<file path="src/rtl/mac_array_ctrl.sv">
// mac_array_ctrl: sequences kernel load, settle, activation streaming and drain for the systolic MAC array.
module mac_array_ctrl #(
  parameter int row = 8,
  parameter int col = 8,
  parameter int cnt_bw = 8
) (
  input  logic              clk,
  input  logic              reset,
  input  logic              start,
  input  logic              skip_load,
  input  logic [cnt_bw-1:0] num_act,
  input  logic              l0_empty,
  output logic              l0_rd,
  output logic [1:0]        inst_w,
  input  logic [col-1:0]    valid,
  output logic              busy,
  output logic              done
);
  typedef enum logic [2:0] {IDLE, LOAD, SETTLE, EXEC, DRAIN, DONE} state_t;
  localparam logic [cnt_bw-1:0] load_last = cnt_bw'(col - 1);
  localparam logic [cnt_bw-1:0] settle_last = cnt_bw'(row + col - 1);
  localparam logic [cnt_bw-1:0] one = cnt_bw'(1);
  state_t state, state_n;
  logic [cnt_bw-1:0] act_q, cnt, cnt_n, out_cnt, out_cnt_n;
  logic v, drained;
  always_comb begin
    v = valid[col-1];
    l0_rd = (state == LOAD || state == EXEC) && !l0_empty;
    busy = state != IDLE;
    done = state == DONE;
    drained = ({1'b0, out_cnt} + {{cnt_bw{1'b0}}, v}) >= {1'b0, act_q};
    state_n = state;
    cnt_n = cnt;
    // out_cnt only lives in EXEC/DRAIN, so it is zero on every entry to EXEC
    out_cnt_n = (state == EXEC || state == DRAIN) ? out_cnt + ((v && out_cnt != act_q) ? one : '0) : '0;
    case (state)
      IDLE: begin
        cnt_n = '0;
        if (start) state_n = !skip_load ? LOAD : (num_act != '0 ? EXEC : DONE);
      end
      LOAD: if (l0_rd) begin
        cnt_n = cnt == load_last ? '0 : cnt + one;
        state_n = cnt == load_last ? SETTLE : LOAD;
      end
      SETTLE: begin
        cnt_n = cnt == settle_last ? '0 : cnt + one;
        if (cnt == settle_last) state_n = act_q != '0 ? EXEC : DONE;
      end
      EXEC: if (l0_rd) begin
        cnt_n = cnt == act_q - one ? '0 : cnt + one;
        state_n = cnt == act_q - one ? DRAIN : EXEC;
      end
      DRAIN: if (drained) state_n = DONE;
      DONE: state_n = IDLE;
      default: state_n = IDLE;
    endcase
  end
  always_ff @(posedge clk or posedge reset) begin
    if (reset) begin
      state <= IDLE;
      cnt <= '0;
      out_cnt <= '0;
      act_q <= '0;
      inst_w <= 2'b00;
    end else begin
      state <= state_n;
      cnt <= cnt_n;
      out_cnt <= out_cnt_n;
      inst_w <= {state == EXEC && l0_rd, state == LOAD && l0_rd};
      if (state == IDLE && start) act_q <= num_act;
    end
  end
endmodule

</file>
<file path="config.mk">
export PLATFORM = sky130hd
export DESIGN_NAME = mac_array_ctrl
export DESIGN_NICKNAME = d
export VERILOG_FILES = /design/src/rtl/mac_array_ctrl.sv
export SDC_FILE = /design/constraint.sdc
export NUM_CORES = 1
export LEC_CHECK = 0
export BUFFER_PORTS_ARGS = -buffer_cell sky130_fd_sc_hd__buf_4
export CORE_ASPECT_RATIO = 0.6
export CORE_MARGIN = 3
export CORE_UTILIZATION = 49
export DETAILED_ROUTE_END_ITERATION = 8
export MAX_ROUTING_LAYER = met4
export PLACE_DENSITY = 0.69
export SYNTH_ARGS = -nofsm -noshare
export SYNTH_HDL_FRONTEND = slang
export SYNTH_SLANG_ARGS = --single-unit
</file>
<file path="constraint.sdc">
create_clock -name clk -period 5.2 [get_ports clk]
set_input_delay 0.52 -clock clk [delete_from_list [all_inputs] [get_ports clk]]
set_output_delay 0.52 -clock clk [all_outputs]
set_load 0.01 [all_outputs]
</file>
==> metrics, run 1 <==
status=finished clean; Die Footprint=0.00560 mm^2; sw power=0.651 mW; Internal Power=around 0.73 mW; layout cell share with drive strength beyond 1=14.0%; Hold Buf Count CTS=0; initial antenna violation count=0; PwrDens=543 mW/mm^2; num ports=26; DIE WIDTH=94.7 um; cells along the critical path=and3_1 > nand2_1 > nor2_1 > xor2_1 > ha_1 > and3_1 > nand2_1 > o2111ai_1 > a31o_2 > o21ai_0 > nor2_1 > a221o_1; CTS Buf Count=5; register-to-register setup slack=2.45 ns; ANT cells=0; mean area per synthesized cell=approximately 8.4 um^2; Mapped Cells=around 280; worst slew pin tran=0.917 ns; max-cap viol count=0; crit-path max cell delay=0.52 ns; post-CTS setup buffers=0; clk_lat worst skew=0.29 ns; Final #Nets=321; cell family with most CP delay=simple AND/OR/NAND/NOR gates; Mapped Nets=311; worst endpoint data arrival time=2.93 ns; Mapped Area=roughly 0.0023 mm^2; VDD IR-drop max=between 0.3 and 0.4 mV; drt first pass iters=4; port bufs=18; worst hold slack=0.299 ns; Crit-path slowest cell=dfrtp_1; final WL=around 5500 um; Synth Flop Type=dfrtp_1; Starting DRT DRC Count=roughly 170; most common cell after layout, fill and taps aside=nand2_1; fraction of registers with async set/reset=between 90% and 100%; Yosys warnings=0; #FFs+latches synth=29; DR vias/cell=5.73; register area share after synthesis=between 30% and 40%; final hold vios=0; WP buf/inv=0; Setup CP Type=reg2reg; Root Driver=clkbuf_8; Max Buffers Root-to-Sink=2; period utilization=between 50% and 60%; Worst setup EP type=flop; setup violators final=0; Critical Path RT=around 5.4 ns; Net Sw Frac=between 40% and 50%; number of global-route vias before repair=approximately 1800; WL/cell=about 16 um; Final GP Congestion=about 0.8; Netlist cell types=57; Detail Placement HPWL=around 4200 um; initial core utilization=~53%; leak pwr=about 1.2 nW; Filler Cell Count=between 400 and 500; most frequent cells in the layout=nand2_1 (33), dfrtp_1 (29), nor2_1 (23); PostCTS Resize Cnt=0; Max FO, Critical Path=7; unrepaired setup endpoints after global routing=false; core area=roughly 0.0043 mm^2; first-pass GRT wire length=just over 9000 um; final clock skew=about 0.0068 ns; Sink Count=29; CTS tree=done; Reg clk slew, reported paths=0.07 ns; grt ovf=0; cell row count=18; largest net degree at the start of global routing=30; Flop pwr share=between 30 and 40%; # DRC=0; DRT antenna net count=0; Die Height=around 59 um; path category of the worst min-delay check=in2async; Synth-to-Final Area Change=10.4%; H-tree levels=2; Achievable Freq=around 0.36 GHz; power share of the combinational group=between 50% and 60%; Startpoint Class=flop; gr usage total=22.9%; Slew Limit Fails=0; setup TNS=0 ns; Max-slew headroom=just under 40%; minimum clock period=roughly 2.8 ns; Clk pwr share=15.6%; vias=1981; Post-synth EDFFs=0
-- cell families after synthesis --
kind of cell | Yosys count | share of synthesized area, %
simple gates | 106 | 24.4
xor+xnor | 31 | 12.1
buf+inv | 31 | 5.79
fa+ha+maj | 15 | 8.12
flops | 29 | 31.4
compound gates | 63 | 18.2
-- final timing paths --
| path | start | end | cells past startpoint |
|---|---|---|---|
| min in group clk | num_act[1] | act_q[1] | 3 |
| max | out_cnt[3] | state[1] | 12 |
| max in group asynchronous | reset | state[0] | 3 |
| min | reset | out_cnt[3] | 3 |
| max reg2reg | out_cnt[3] | state[1] | 12 |
| min reg2reg | cnt[1] | cnt[1] | 2 |
-- worst reg2reg max path: stages (launching register included) --
cell	delay [ns]
dfrtp_1	0.52
and3_1	0.26
nand2_1	0.12
nor2_1	0.15
xor2_1	0.16
ha_1	0.26
and3_1	0.21
nand2_1	0.08
o2111ai_1	0.10
a31o_2	0.25
o21ai_0	0.18
nor2_1	0.09
a221o_1	0.26
-- power groups by stage --
stage | Sequential (mW) | Combinational (mW) | Clock [mW]
6_report | 0.469 | 0.701 | 0.216
5_1_grt | 0.484 | 0.794 | 0.234
4_1_cts | 0.466 | 0.700 | 0.223
3_5_place_dp | 0.470 | 0.690 | 0
3_3_place_gp | 0.469 | 0.676 | 0
2_1_floorplan | 0.373 | 0.633 | 0
-- cells in the mapped netlist (all sizes together), types with 2 or more instances --
cell	number	share of area (%)
o31ai	2	0.65
buf	5	1.6
o2111ai	2	0.76
nor2	24	4.0
ha	15	8.1
nor3	5	2.1
nand3	12	2.6
or2	2	0.54
nor2b	4	1.1
o21ai	21	4.7
nand2	33	5.4
nand2b	5	1.4
o31a	2	0.87
a21oi	11	2.4
a31oi	2	0.54
a211oi	2	0.65
dfrtp	29	31
o21bai	2	0.65
a21o	4	1.3
clkbuf	11	1.8
xor2	21	8.0
nor4	5	2.0
and3	3	0.81
or3	4	1.1
xnor2	10	4.1
a211o	3	1.1
inv	15	2.4
-- registers in the layout, indices dropped and copies added (netlist names) --
| name | flops |
|---|---|
| state | 3 |
| inst_w | 2 |
| out_cnt | 8 |
| cnt | 8 |
| act_q | 8 |
-- cell type report --
type / instances / area (um^2) / share of cell area, %
Clock buffer: 7 / 96.3 / 3.77
Clock inverter: 1 / 5.00 / 0.196
Multi-Input combinational cell: 215 / 1450 / 56.9
Sequential cell: 29 / 726 / 28.4
Tap cell: 60 / 75.1 / 2.94
Inverter: 15 / 56.3 / 2.21
Timing Repair Buffer: 19 / 143 / 5.59
-- stage by stage --
step                setup slack, ns  total power [mW]  area, um^2  cells  util [%]
floorplan                      2.67              1.01        2310    275         -
global placement               2.39              1.15        2450    338      56.7
detailed placement             2.31              1.16        2450    338      56.7
CTS                            2.46              1.39        2550    346      59.0
global route                   2.13              1.51        2550    346      59.0
finish                         2.45              1.38        2550    346      59.0
-- metal layers --
| layer | up-vias | track usage [%] | routed length (um) |
|---|---|---|---|
| met3 | 7 | 5.33 | 566 |
| li1 | 983 | - | - |
| met1 | 914 | 36.6 | 2820 |
| met5 | - | - | 0 |
| met2 | 77 | 27.6 | 2100 |
| met4 | 0 | 6.37 | 60 |
(Power assumes the default switching activity.)
==> run 2, diff against run 1 <==
--- a/config.mk
+++ b/config.mk
@@ -11,7 +11,7 @@
 export CORE_UTILIZATION = 49
 export DETAILED_ROUTE_END_ITERATION = 8
 export MAX_ROUTING_LAYER = met4
-export PLACE_DENSITY = 0.69
+export PLACE_DENSITY = 0.71
 export SYNTH_ARGS = -nofsm -noshare
 export SYNTH_HDL_FRONTEND = slang
 export SYNTH_SLANG_ARGS = --single-unit
==> constraint.sdc (replaced) <==
create_clock -name clk -period 2.35 [get_ports clk]
set_input_delay 0.235 -clock clk [delete_from_list [all_inputs] [get_ports clk]]
set_output_delay 0.235 -clock clk [all_outputs]
set_load 0.01 [all_outputs]
==> metrics, run 2 (synthesized netlist as in run 1, its figures left out) <==
status=finished, violations left (was finished clean); failing checks=setup timing; Die Height=59.2 um (unchanged); Die Footprint=0.00560 mm^2 (unchanged); DRT antenna net count=0 (unchanged); Finished Cell Area=0.00284 mm^2 (was 0.00255 mm^2); register-to-register setup slack=-0.02 ns (was 2.45 ns); period utilization=101% (was 52.9%); grt ovf=0 (unchanged); Synth-to-Final Area Change=22.8% (was 10.4%); clk_lat worst skew=0.29 ns (about the same); Most Frequent Cell on Critical Path=ha_4; Achievable Freq=0.422 GHz (was 0.363 GHz); DIE WIDTH=94.7 um (unchanged); WP buf/inv=0 (unchanged); most frequent cells in the layout=buf_4 (46), nand2_1 (33), dfrtp_1 (26) (was nand2_1 (33), dfrtp_1 (29), nor2_1 (23)); Final #Nets=350 (was 321); Max-slew headroom=52.7% (was 38.6%); multi-input logic area=0.00152 mm^2 (was 0.00145 mm^2); gr usage total=24.7% (was 22.9%); Sink Count=29 (unchanged); # DRC=0 (unchanged); Slew Limit Fails=0 (unchanged); most common cell after layout, fill and taps aside=buf_4 (was nand2_1); setup violators final=1 (was 0); unrepaired setup endpoints after global routing=true (was false); Setup WS post-layout=-0.0181 ns (was 2.45 ns); layout cell share with drive strength beyond 1=25.1% (was 14.0%); core area=0.00432 mm^2 (unchanged); final hold vios=0 (unchanged); Root Driver=clkbuf_8 (unchanged); FF/Latch Area=729 um^2 (was 726 um^2); final clock skew=0.0130 ns (was 0.00678 ns); drt first pass iters=5 (was 4); VDD IR-drop max=0.665 mV (was 0.337 mV); setup TNS=-0.0181 ns (was 0 ns); dpl cell area=0.00266 mm^2 (was 0.00245 mm^2); worst slew pin tran=0.703 ns (was 0.917 ns); CTS tree=done (unchanged); Startpoint Class=flop (unchanged); cell row count=18 (unchanged); number of global-route vias before repair=1999 (was 1794); Final GP Congestion=0.859 (was 0.806); non-filler instance count after layout=375 (was 346); Setup CP Type=reg2reg (unchanged); Placed Cells=364 (was 338); WL/cell=16.3 um (was 16.0 um); worst reg2reg path depth=12 (unchanged); PwrDens=1220 mW/mm^2 (was 543 mW/mm^2); num ports=26 (unchanged); CTS Buf Count=5 (unchanged); cell family with most CP delay=compound AO/OA/AOI/OAI gates (was simple AND/OR/NAND/NOR gates); initial core utilization=53.4% (unchanged); vias=2080 (was 1981); Worst setup EP type=flop (unchanged); final WL=6100 um (was 5550 um); first-pass GRT wire length=10100 um (was 9250 um); Filler Cell Count=377 (was 420); Detail Placement HPWL=4560 um (was 4210 um); leak pwr=1.32 nW (was 1.19 nW); max-cap viol count=0 (unchanged); fin util=65.7% (was 59.0%); RR Endpoint=state[1] (unchanged); top flop regs=act_q x8, cnt x8, out_cnt x8 (unchanged); Max Buffers Root-to-Sink=2 (unchanged); port bufs=18 (unchanged); Critical Path RT=2.51 ns (was 5.38 ns); worst endpoint data arrival time=2.53 ns (was 2.93 ns); H-tree levels=2 (unchanged); RR Startpoint=out_cnt[0] (was out_cnt[3]); crit-path max cell delay=0.41 ns (was 0.52 ns); initial antenna violation count=0 (unchanged); total power=3.47 mW (was 1.38 mW); Crit-path slowest cell=dfrtp_1 (unchanged); largest net degree at the start of global routing=30 (unchanged); Max FO, Critical Path=4 (was 7); DR vias/cell=5.55 (was 5.73); Starting DRT DRC Count=238 (was 165); minimum clock period=2.37 ns (was 2.75 ns); Reg clk slew, reported paths=0.07 ns (about the same); cells along the critical path=ha_4 > ha_4 > nand3_1 > xnor2_1 > ha_1 > a21o_1 > nand2_1 > o2111ai_1 > a31o_2 > o21ai_4 > nor2_1 > a221o_1 (was and3_1 > nand2_1 > nor2_1 > xor2_1 > ha_1 > and3_1 > nand2_1 > o2111ai_1 > a31o_2 > o21ai_0 > nor2_1 > a221o_1); ANT cells=0 (unchanged); path category of the worst min-delay check=in2async (unchanged)
## run 2: cell types whose count changed in the layout (fill, tap and decap cells not counted), sizes merged
cell    before  now
clkbuf       7    8
buf         19   48
clkinv       1    0
## run 2: stage by stage
| stage | hold slack [ns] | worst slack [ns] |
|---|---|---|
| final | 0.0322 | -0.0181 |
| after global routing | 0.0815 | -0.117 |
| after CTS | 0.0545 | -0.00125 |
| after detailed placement | 0.361 | -0.0632 |
| after global placement | 0.342 | -0.00944 |
| after floorplan | 0.313 | -0.0267 |
## run 2: cell type report
| type | instances | area share [%] |
|---|---|---|
| Clock buffer | 8 | 3.17 |
| Inverter | 15 | 1.98 |
| Multi-Input combinational cell | 215 | 53.5 |
| Sequential cell | 29 | 25.7 |
| Tap cell | 60 | 2.64 |
| Timing Repair Buffer | 48 | 13.0 |
## run 2: repair_timing
action,CTS,global route
hold buffers,0,0
endpoints found under the setup margin,5,9
pin swaps,1,4
gates resized for setup,6,7
setup buffers,1,2
## run 2: worst max-delay path by stage
stage	cells past startpoint	end	from	slack, ns
floorplan	10	cnt[7]	act_q[0]	-0.03
global route	12	state[1]	out_cnt[0]	-0.12
CTS	12	state[1]	out_cnt[0]	-0.001
global placement	13	state[1]	valid[7]	-0.009
detailed placement	13	state[1]	valid[7]	-0.06
finish	12	state[1]	out_cnt[0]	-0.02
## run 2: per-layer routing
layer / up-vias / track usage, % / routed length, um
li1: 1039 / - / -
met1: 969 / 37.9 / 3170
met2: 66 / 32.5 / 2450
met3: 6 / 5.96 / 444
met4: 0 / 5.13 / 33
met5: - / - / 0
## run 2: power by group
part | total, mW | leakage, nW | switching [mW] | internal, mW
combinational | 2.12 | 0.906 | 1.14 | 0.987
sequential | 0.907 | 0.373 | 0.234 | 0.673
clock | 0.437 | 0.0455 | 0.198 | 0.239
## run 2: worst reg2reg max path, delay by kind of cell, from the launching register on
family          cells  cell delay [ns]
xor+xnor            1             0.13
compound gates      5             0.87
fa+ha+maj           3             0.64
flops               1             0.41
simple gates        3             0.21
==> run 3, diff against run 2 <==
==> constraint.sdc (replaced) <==
create_clock -name clk -period 2 [get_ports clk]
set_input_delay 0.2 -clock clk [delete_from_list [all_inputs] [get_ports clk]]
set_output_delay 0.2 -clock clk [all_outputs]
set_load 0.01 [all_outputs]
==> metrics, run 3 (synthesized netlist as in run 1, its figures left out) <==
Crit-path slowest cell=dfrtp_1 (unchanged); # DRC=0 (unchanged); Synth-to-Final Area Change=43.4% (was 22.8%); setup violators final=11 (was 1); Final GP Congestion=0.913 (was 0.859); leak pwr=1.55 nW (was 1.32 nW); total power=4.89 mW (was 3.47 mW); failing checks=hold timing, setup timing (was setup timing); largest net degree at the start of global routing=30 (unchanged); Max FO, Critical Path=4 (unchanged); WP buf/inv=0 (unchanged); worst slew pin tran=0.427 ns (was 0.703 ns); unrepaired setup endpoints after global routing=true (unchanged); DR vias/cell=5.60 (was 5.55); Die Footprint=0.00560 mm^2 (unchanged); Starting DRT DRC Count=133 (was 238); CTS Buf Count=5 (unchanged); Achievable Freq=0.419 GHz (was 0.422 GHz); initial core utilization=53.4% (unchanged); ANT cells=0 (unchanged); vias=2279 (was 2080); minimum clock period=2.39 ns (was 2.37 ns); port bufs=18 (unchanged); cells along the critical path=ha_4 > nand3_2 > nor2_2 > xor2_1 > ha_1 > and3_4 > nand2_2 > o2111ai_2 > a31o_2 > o21ai_4 > nor2_1 > a221o_1 (was ha_4 > ha_4 > nand3_1 > xnor2_1 > ha_1 > a21o_1 > nand2_1 > o2111ai_1 > a31o_2 > o21ai_4 > nor2_1 > a221o_1); Root Driver=clkbuf_8 (unchanged); Startpoint Class=flop (unchanged); final hold vios=9 (was 0); num ports=26 (unchanged); Reg clk slew, reported paths=0.07 ns (about the same); period utilization=119% (was 101%); worst hold slack=-0.00463 ns (was 0.0322 ns); clk_lat worst skew=0.28 ns (was 0.29 ns); register-to-register setup slack=-0.39 ns (was -0.02 ns); crit-path max cell delay=0.39 ns (was 0.41 ns); RR Startpoint=out_cnt[0] (unchanged); path category of the worst min-delay check=in2async (unchanged); CTS tree=done (unchanged); worst endpoint data arrival time=2.55 ns (was 2.53 ns); Setup CP Type=reg2reg (unchanged); Final #Nets=382 (was 350); DRT antenna net count=0 (unchanged); gr usage total=26.8% (was 24.7%); status=finished, violations left (unchanged); Worst setup EP type=flop (unchanged); H-tree levels=2 (unchanged); grt ovf=0 (unchanged); most common cell after layout, fill and taps aside=buf_4 (unchanged); WL/cell=16.7 um (was 16.3 um); cell row count=18 (unchanged); Die Height=59.2 um (unchanged); worst reg2reg path depth=12 (unchanged); worst setup path endpoint=state[1] (unchanged); Max Buffers Root-to-Sink=2 (unchanged); final clock skew=0.00937 ns (was 0.0130 ns); Hold Buf Count CTS=0 (unchanged); FF/Latch Area=732 um^2 (was 729 um^2); layout cell share with drive strength beyond 1=41.2% (was 25.1%); Detail Placement HPWL=4780 um (was 4560 um); Setup WS post-layout=-0.388 ns (was -0.0181 ns); core area=0.00432 mm^2 (unchanged); most frequent cells in the layout=buf_4 (73), nand2_1 (30), dfrtp_1 (24) (was buf_4 (46), nand2_1 (33), dfrtp_1 (26)); RR Endpoint=state[1] (unchanged); VDD IR-drop max=0.739 mV (was 0.665 mV); initial antenna violation count=0 (unchanged); drt first pass iters=5 (unchanged); PwrDens=1470 mW/mm^2 (was 1220 mW/mm^2); multi-input logic area=0.00170 mm^2 (was 0.00152 mm^2); final WL=6790 um (was 6100 um); DIE WIDTH=94.7 um (unchanged); Filler Cell Count=306 (was 377); first-pass GRT wire length=11000 um (was 10100 um); Slew Limit Fails=0 (unchanged); max-cap viol count=0 (unchanged); CP Depth=12 (unchanged); number of global-route vias before repair=2247 (was 1999); cell family with most CP delay=compound AO/OA/AOI/OAI gates (unchanged); Sink Count=29 (unchanged); top flop regs=act_q x8, cnt x8, out_cnt x8 (unchanged); Max-slew headroom=71.3% (was 52.7%); worst setup path start=out_cnt[0] (unchanged); Critical Path RT=2.16 ns (was 2.51 ns)
[run 3: power breakdown]
part	internal (mW)	switching, mW
registers	0.790	0.256
logic	1.64	1.56
clock network	0.406	0.234
[run 3: tightest hold or removal path: cells and delay by family]
kind                   cells  cell delay [ns]
buffers and inverters      3             0.50
[run 3: area by class of cell]
cell class	instances	share of cell area [%]
multi-input combinational	215	51.3
clock buffer	7	2.60
tap	60	2.27
timing repair buffer	80	19.2
sequential	29	22.1
inverter	15	1.70
clock inverter	1	0.906
[run 3: worst min-delay path by stage]
stage,slack (ns),endpoint
5_1_grt,0.03,state[0]
2_1_floorplan,0.28,act_q[1]
6_report,-0.005,state[0]
4_1_cts,0.01,out_cnt[4]
3_3_place_gp,0.31,out_cnt[5]
3_5_place_dp,0.31,out_cnt[4]
[run 3: repair_timing]
| item | in CTS | in global routing |
|---|---|---|
| pin swaps | 20 | 20 |
| cloned | 0 | 0 |
| resized for setup | 29 | 19 |
| buffers inserted | 12 | 2 |
| endpoints found under the setup margin | 16 | 14 |
[run 3: metal layers]
metal  track usage, %  part of all wire [%]  vias up
met5                -                     0        -
met4             3.70                  0.21        0
met3             5.71                   7.7        2
met2             39.5                    43       97
met1             38.8                    49     1079
li1                 -                     -     1101
[run 3: metrics by stage]
step                cell area (um^2)  TNS [ns]  worst slack (ns)  cells  utilization [%]
finish                          3310     -2.49            -0.388    407             76.6
global route                    3310     -3.78            -0.470    407             76.6
CTS                             3220     -2.03            -0.337    406             74.4
detailed placement              2900     -3.21            -0.395    389             67.0
global placement                2900     -2.70            -0.284    389             67.0
floorplan                       2390     -2.11            -0.377    275                -
